## src/rtl/cen_sweep_pkg.sv

```systemverilog
// Shared types and constants for the cen sweep sequencer and its helpers.
package cen_sweep_pkg;

    typedef enum logic [2:0] {
        IDLE,
        SEEK,
        QUIET,
        RUN,
        FIN
    } state_t;

    localparam int DEFAULT_CNT_W = 16;

    // Counter block path: 2 input syncs + 2**CNT_W counts + 2 output registers.
    function automatic int expected_latency(input int cnt_w);
        return (2 ** cnt_w) + 4;
    endfunction

    localparam int EXPECTED_LATENCY = expected_latency(DEFAULT_CNT_W);

endpackage

```

## src/rtl/lowest_set_picker.sv

```systemverilog
// Priority encoder: index of the lowest lane that is requested but not yet visited.
module lowest_set_picker
    import cen_sweep_pkg::*;
#(
    parameter int LANES = 32,
    parameter int IDX_W = $clog2(LANES)
) (
    input  logic [LANES-1:0] mask,
    input  logic [LANES-1:0] visited,
    output logic [IDX_W-1:0] idx,
    output logic             valid
);

    always_comb begin
        // NOTE: every output gets a default before the loop so no latch is inferred.
        idx   = '0;
        valid = 1'b0;
        // Scan downwards so the last hit written is the lowest index.
        for (int i = LANES - 1; i >= 0; i--) begin
            if (mask[i] && !visited[i]) begin
                idx   = IDX_W'(i);
                valid = 1'b1;
            end
        end
    end

endmodule

```

## src/rtl/cen_sweep_sequencer.sv

```systemverilog
// Sweeps the counter block's cen lanes one at a time and measures cout latency per lane.
module cen_sweep_sequencer
    import cen_sweep_pkg::*;
#(
    parameter int LANES          = 32,
    parameter int CNT_W          = DEFAULT_CNT_W,
    parameter int GAP_CYCLES     = 8,
    parameter int TIMEOUT_CYCLES = expected_latency(CNT_W) + 12,
    parameter int LAT_W          = 18,
    parameter int LANE_W         = $clog2(LANES)
) (
    input  logic              clock,
    input  logic              reset_n,
    input  logic              start,
    input  logic [LANES-1:0]  lane_mask,
    input  logic              cout,
    output logic [LANES-1:0]  cen,
    output logic              busy,
    output logic              done,
    output logic              pass,
    output logic [LANES-1:0]  fail_mask,
    output logic [LANE_W-1:0] cur_lane,
    output logic              lat_valid,
    output logic [LAT_W-1:0]  lat_value
);

    localparam int GAP_W = $clog2(GAP_CYCLES);
    localparam logic [GAP_W-1:0] GAP_LAST = GAP_W'(GAP_CYCLES - 1);
    localparam logic [LAT_W-1:0] LAT_TIMEOUT = LAT_W'(TIMEOUT_CYCLES);

    state_t             state, state_d;
    logic [LANES-1:0]   mask_q, mask_d;
    logic [LANES-1:0]   visited, visited_d;
    logic [GAP_W-1:0]   gap_cnt, gap_d;
    logic [LAT_W-1:0]   lat_cnt, lat_d, lat_inc;
    logic [LANES-1:0]   cen_d, fail_d, lane_onehot;
    logic               busy_d, done_d, pass_d, lat_valid_d;
    logic [LANE_W-1:0]  lane_d, pick_idx;
    logic [LAT_W-1:0]   lat_value_d;
    logic               pick_valid;

    lowest_set_picker #(
        .LANES (LANES)
    ) u_picker (
        .mask    (mask_q),
        .visited (visited),
        .idx     (pick_idx),
        .valid   (pick_valid)
    );

    assign lane_onehot = {{(LANES-1){1'b0}}, 1'b1} << cur_lane;
    assign lat_inc     = (lat_cnt == '1) ? lat_cnt : lat_cnt + LAT_W'(1);

    always_comb begin
        state_d     = state;
        mask_d      = mask_q;
        visited_d   = visited;
        gap_d       = gap_cnt;
        lat_d       = lat_cnt;
        cen_d       = '0;
        busy_d      = busy;
        done_d      = 1'b0;
        pass_d      = pass;
        fail_d      = fail_mask;
        lane_d      = cur_lane;
        lat_valid_d = 1'b0;
        lat_value_d = lat_value;

        unique case (state)
            IDLE: begin
                if (start) begin
                    mask_d    = lane_mask;
                    visited_d = '0;
                    fail_d    = '0;
                    busy_d    = 1'b1;
                    pass_d    = 1'b0;
                    state_d   = SEEK;
                end
            end
            SEEK: begin
                if (pick_valid) begin
                    lane_d  = pick_idx;
                    gap_d   = '0;
                    state_d = QUIET;
                end else begin
                    state_d = FIN;
                end
            end
            QUIET: begin
                if (gap_cnt == GAP_LAST) begin
                    // cout already high with every lane idle means it is stuck; never enable this lane.
                    if (cout) begin
                        fail_d[cur_lane]    = 1'b1;
                        visited_d[cur_lane] = 1'b1;
                        state_d             = SEEK;
                    end else begin
                        cen_d   = lane_onehot;
                        lat_d   = '0;
                        state_d = RUN;
                    end
                end else begin
                    gap_d = gap_cnt + GAP_W'(1);
                end
            end
            RUN: begin
                lat_d = lat_inc;
                if (cout) begin
                    lat_value_d         = lat_inc;
                    lat_valid_d         = 1'b1;
                    visited_d[cur_lane] = 1'b1;
                    state_d             = SEEK;
                end else if (lat_inc >= LAT_TIMEOUT) begin
                    lat_value_d         = LAT_TIMEOUT;
                    lat_valid_d         = 1'b1;
                    fail_d[cur_lane]    = 1'b1;
                    visited_d[cur_lane] = 1'b1;
                    state_d             = SEEK;
                end else begin
                    cen_d = lane_onehot;
                end
            end
            FIN: begin
                done_d  = 1'b1;
                busy_d  = 1'b0;
                pass_d  = (fail_mask == '0);
                state_d = IDLE;
            end
            default: state_d = IDLE;
        endcase
    end

    always_ff @(posedge clock or negedge reset_n) begin
        if (!reset_n) begin
            state     <= IDLE;
            mask_q    <= '0;
            visited   <= '0;
            gap_cnt   <= '0;
            lat_cnt   <= '0;
            cen       <= '0;
            busy      <= 1'b0;
            done      <= 1'b0;
            pass      <= 1'b0;
            fail_mask <= '0;
            cur_lane  <= '0;
            lat_valid <= 1'b0;
            lat_value <= '0;
        end else begin
            // NOTE: non-blocking assignments so every register samples pre-edge values.
            state     <= state_d;
            mask_q    <= mask_d;
            visited   <= visited_d;
            gap_cnt   <= gap_d;
            lat_cnt   <= lat_d;
            cen       <= cen_d;
            busy      <= busy_d;
            done      <= done_d;
            pass      <= pass_d;
            fail_mask <= fail_d;
            cur_lane  <= lane_d;
            lat_valid <= lat_valid_d;
            lat_value <= lat_value_d;
        end
    end

endmodule

```

## config.mk

```make
export PLATFORM = sky130hd
export DESIGN_NAME = cen_sweep_sequencer
export DESIGN_NICKNAME = d
export VERILOG_FILES = /design/src/rtl/cen_sweep_pkg.sv /design/src/rtl/lowest_set_picker.sv /design/src/rtl/cen_sweep_sequencer.sv
export SDC_FILE = /design/constraint.sdc
export NUM_CORES = 1
export LEC_CHECK = 0
export CORE_MARGIN = 4
export CORE_UTILIZATION = 50
export CTS_BUF_LIST = sky130_fd_sc_hd__clkbuf_4 sky130_fd_sc_hd__clkbuf_8
export CTS_CLUSTER_DIAMETER = 120
export DETAILED_ROUTE_END_ITERATION = 10
export PLACE_DENSITY_LB_ADDON = 0.08
export SYNTH_ARGS = -nofsm -noshare
export SYNTH_HDL_FRONTEND = slang
export SYNTH_SLANG_ARGS = --single-unit
```

## constraint.sdc

```tcl
create_clock -name clock -period 3 [get_ports clock]
set_input_delay 0.45 -clock clock [delete_from_list [all_inputs] [get_ports clock]]
set_output_delay 0.45 -clock clock [all_outputs]
set_load 0.03 [all_outputs]
```

Word-level counts from Yosys, hierarchy flattened
Cells that the tools add are included.

Add/sub/neg operators: 2. Multipliers: 0. Divide/modulo/power cells: 0. Order comparisons: 3. Equality and inequality tests: 15. Shift-type cells: 1. Mux-type cells: 106. Bitwise logic cells: 2. Reduce and logical (&&, ||, !) cells: 81.

Operator list (count): 32-bit 2-to-1 mux (13); 32-bit one-hot mux with 3 select lines (2); 5-bit 2-to-1 mux (32); 18-bit 2-to-1 mux (5); 32-bit bitwise OR (2); 32-bit one-hot mux with 2 select lines (1); 1-bit 2-to-1 mux (39); 18-bit one-hot mux with 2 select lines (1); 1-bit logical AND (33); 1-bit logical NOT (32); 32-bit logical NOT (1); 1-bit by 5-bit << shifter with 32-bit output, first input constant (1); 3-bit 2-to-1 mux (7); 18-bit by 1-bit adder with 18-bit output, second input constant (1); 18-bit equality test, second input constant (1); 18-bit by 17-bit >= comparator with 1-bit output, second input constant (1); 2-bit inequality test, second input constant (8); 3-bit one-hot mux with 4 select lines (1); 3-bit AND reduction (3); 2-bit AND reduction (4); 2-bit nonzero test (4); 3-bit by 2-bit equality test with 1-bit output, second input constant (2); 3-bit equality test, second input constant (2); 5-bit by 6-bit < comparator with 1-bit output, second input constant (1); other kinds (12) (13).

Register bits after elaboration: 179. Bits in latches: 0. Bits in writable memories: 0. Bits in read-only memories: 0. Output and inout port bits: 91. Logic and storage cells: 223. Memories: 0.

Logic depth before layout (Yosys ltp)
Depth after elaboration: 36. Gate-level depth with buffers: 11. Depth with buffers taken out: 9.

Modules after synthesis
Synthesis repeated with hierarchy kept, for this count alone.

Cells, all modules: 795. Area, all modules: 8293.0 um^2.

Modules (own cells, without submodules): cen_sweep_sequencer (instances 1, cells each 695, area each 7619.8 um^2, sequential area each 4479.3 um^2); lowest_set_picker (instances 1, cells each 100, area each 673.1 um^2, sequential area each 0.0 um^2).

Worst setup path after synthesis
Ideal clock, no wire load.

Path type: reg-to-reg. Start: reg lat_cnt[0]. End: reg lat_value[16]. Arrival: 2.799 ns. Setup slack: 0.080 ns. Cell stages (with the launch flop): 11. Path buffers: 1. Path through: dfrtp_1 ha_1 nand3_1 or4_4 and2_4 or4_1 a211o_1 o21a_1 o21ai_4 buf_6 a21oi_1.

Word-level cells in the longest chain between the ends: 5. Elaborated cells on any way between the ends: 7. Those cells by class: 1 x add/sub; 1 x order compare; 1 x eq/ne; 2 x mux; 2 x reduce/logical.

RTL lines: from (decl) (line cen_sweep_sequencer.sv:35) `logic [LAT_W-1:0] lat_cnt, lat_d, lat_inc;`; from (signal assigned) (line cen_sweep_sequencer.sv:153) `lat_cnt <= lat_d;`; 18-bit by 1-bit adder with 18-bit output / 18-bit equality test (equally long branches) (line cen_sweep_sequencer.sv:52) `assign lat_inc = (lat_cnt == '1) ? lat_cnt : lat_cnt + LAT_W'(1);`; 18-bit 2-to-1 mux (*) (line cen_sweep_sequencer.sv:52); 18-bit by 17-bit >= comparator with 1-bit output (line cen_sweep_sequencer.sv:112) `end else if (lat_inc >= LAT_TIMEOUT) begin`; 2-bit nonzero test (no line); 2-bit AND reduction (no line); to (signal assigned) (line cen_sweep_sequencer.sv:161) `lat_value <= lat_value_d;`; to (decl) (line cen_sweep_sequencer.sv:24) `output logic [LAT_W-1:0] lat_value`.

Mark *: on every way between the ends. The rest lies on a longest branch, timed or not. A chain may end at the register's enable or synchronous reset.

Worst setup path after layout
Start: reg lat_cnt[0]. End: reg visited[10].

Word-level cells in the longest chain between the ends: 5. Elaborated cells on any way between the ends: 6. Those cells by class: 1 x add/sub; 1 x order compare; 2 x eq/ne; 1 x mux; 1 x reduce/logical.

RTL lines: 18-bit by 1-bit adder with 18-bit output / 18-bit equality test (equally long branches) (line cen_sweep_sequencer.sv:52); 18-bit 2-to-1 mux (*) (line cen_sweep_sequencer.sv:52); 18-bit by 17-bit >= comparator with 1-bit output (*) (line cen_sweep_sequencer.sv:112); 3-bit inequality test (no line) (*); 5-bit AND reduction (no line) (*); to (signal assigned) (line cen_sweep_sequencer.sv:151) `visited <= visited_d;`; to (decl) (line cen_sweep_sequencer.sv:33) `logic [LANES-1:0] visited, visited_d;`.

Marks and branches as above.

==> results_dict.tcl <==
set metrics [dict create \
    power_density_nw_per_um2 793 \
    overflow 0 \
    maxCapViolations 0 \
    synth_edf_count 0 \
    worst_pin_slew_ns 0.856 \
    drt_first_pass_iters 7 \
    chipHeight_um 134 \
    whs_ns 0.419 \
    post-route-period-util 1.00 \
    drt_iter0_markers 614 \
    clock_tree.buffer_depth 2 \
    dpl_worst_slack_ns 0.0473 \
    status "finished, violations left" \
    hpwl_um 16300 \
    grt_max_degree 71 \
    die_area_um2 17900 \
    crit_path_start "lat_cnt[0]" \
    ys_types 63 \
    hold_violations 0 \
    die_x_um 134 \
    cts_tree "done" \
    rsz0062_at_grt "true" \
    fin_util 0.665 \
    violations "setup timing" \
    syn_area_um2 7930 \
    clk_pin_slew_ns 0.10 \
    syn_nets 828 \
    nets 980 \
    drive_above_1_share 0.167 \
    setup_slack_ns -0.00223 \
    numCtsBuffers 17 \
    ys_seq_elements 179 \
    ys.flop_type "dfrtp_1" \
    rows 45 \
    final.setup.tns_ns -0.00223 \
    grt_pass1_vias 6568 \
    endpoint_kind "flop" \
    crit_type "flop to flop" \
    gr-usage-all-layers 0.249 \
    worst-r2r-setup-slack_ns -0.002 \
    synthCells 789 \
    place_congestion 0.956 \
    wl_um 22500 \
    r2r-end "visited[10]" \
    dp.cells 1124 \
    final_area_um2 10200 \
    yosysSeqAreaShare 0.565 \
    relSlewSlack 0.430 \
    ant_nets 0 \
    final.fill_count 1254 \
    crit_fanout 16 \
    synthArstFlopShare 1.00 \
    setup_viol 1 \
    synth_top_area_share 0.565 \
    grt_pass1_wl_um 34900 \
    clk_latency_ns 0.47 \
    io_buffers 126 \
    peakVddDrop_mv 0.471 \
    netlist_top_cells_area "dfrtp_1 57%, nand2_1 7.0%, o21ai_0 5.2%, mux2_2 4.8%, nor2_1 3.4%" \
    via_per_inst 5.70 \
    ctsRootBufferMaster "clkbuf_8" \
    yosysWarnings 0 \
    critical_path_required_ns 3.35 \
    routedWlPerCell_um 19.3 \
    synth_commonest_cells "179 x dfrtp_1, 148 x nand2_1, 82 x o21ai_0" \
    cp.arrival_ns 3.35 \
    area_growth_pct 28.9 \
    r2r_cells 11 \
    total_power_mw 8.10 \
    core_um2 15400 \
    finalMaxSlewViolations 0 \
    yosys.area.top_type "dfrtp_1" \
    ios 127 \
    grt_antenna_before_repair 1 \
    num_antenna_cells 0 \
    dpl_cell_area_um2 9610 \
    p_leak_nw 4.49 \
    htreeDepth 4 \
    drc 0 \
    final_cells 1165 \
    cts_num_sinks 179 \
    hold_path.class "input pin to asynchronous set/reset pin" \
    clock_skew_ns 0.0136 \
    timing.fmax_ghz 0.333 \
    r2r_start "lat_cnt[0]" \
    syn_area_per_cell_um2 10.0 \
    yosysMostFrequentCell "dfrtp_1" \
    worst_setup_path_start_kind "flop" \
    start_util 0.516 \
    min_period_ns 3.00 \
    via_count 6641 \
]
critical path: stages, from the launching register on:
cell and delay, ns:
dfrtp_1 0.37, ha_2 0.20, nand3_2 0.10, or4_4 0.53, and2_4 0.19, or4_4 0.40, a211o_1 0.31, o211ai_2 0.17
a21boi_4 0.22, buf_12 0.14, clkbuf_16 0.17, o21ai_0 0.08
cell families (layout without fill, tap and decap cells):
family                     after synthesis  count (layout)  share of synthesized area
and+or+nand+nor                        333             333                      0.193
DFF                                    179             179                      0.565
buffers and inverters                   49             214                     0.0292
AOI/OAI and AO/OA                      176             176                      0.142
muxes                                   37              37                     0.0521
adders and majority gates                3               3                    0.00474
xor gates and xnor gates                12              12                     0.0133
cell usage in the layout, fill, tap and decap left out, types with 14 or more instances in the layout:
cell	count
buf_4	36
mux2_2	34
nor2b_1	14
o21ai_2	14
nor2_1	71
nand2_1	148
clkdlybuf4s50_1	125
nand2b_1	26
o21ai_0	66
dfrtp_1	179
a21oi_1	21
clkbuf_8	18
layer usage:
| metal | GRT usage | up-vias | wire length [um] |
|---|---|---|---|
| li1 | - | 3032 | - |
| met1 | 0.357 | 3312 | 10200 |
| met2 | 0.378 | 265 | 10400 |
| met5 | 0 | - | 13 |
| met4 | 0.0686 | 2 | 282 |
| met3 | 0.0649 | 30 | 1590 |
final cells by class:
cell class	count	area, um2	area share
Tap cell	211	264	0.0258
Timing Repair Buffer	172	1740	0.170
Clock buffer	19	255	0.0250
Inverter	10	37.5	0.00367
Multi-Input combinational cell	561	3320	0.325
Clock inverter	13	129	0.0126
Sequential cell	179	4480	0.438
what timing repair did:
action                                 CTS  global route
setup endpoints to repair                0            97
endpoints found under the hold margin   29             0
setup buffers                            0             5
gates resized for setup                  0            40
hold buffers                             1             0
report_power, final:
group | switching (mW) | total [mW] | internal (mW) | leakage, nW
Clock | 0.901 | 1.60 | 0.700 | 0.178
Combinational | 1.86 | 3.17 | 1.31 | 1.92
Sequential | 0.416 | 3.33 | 2.92 | 2.39
state kept, by name, summed over array words and instances, names as in the netlist, 3 cells and up:
signal and flops:
cen 32, lat_cnt 18, gap_cnt 3, lat_value 18
mask_q 32, cur_lane 5, fail_mask 32, visited 32
state 3
worst max-delay path by stage:
stage / endpoint / cells after the start
global route: state[1] / 11
finish: visited[10] / 11
floorplan: lat_value[16] / 10
CTS: fail_mask[6] / 10
detailed placement: fail_mask[6] / 10
global placement: visited[23] / 10
Note: power is estimated with default switching activity, not from simulation.
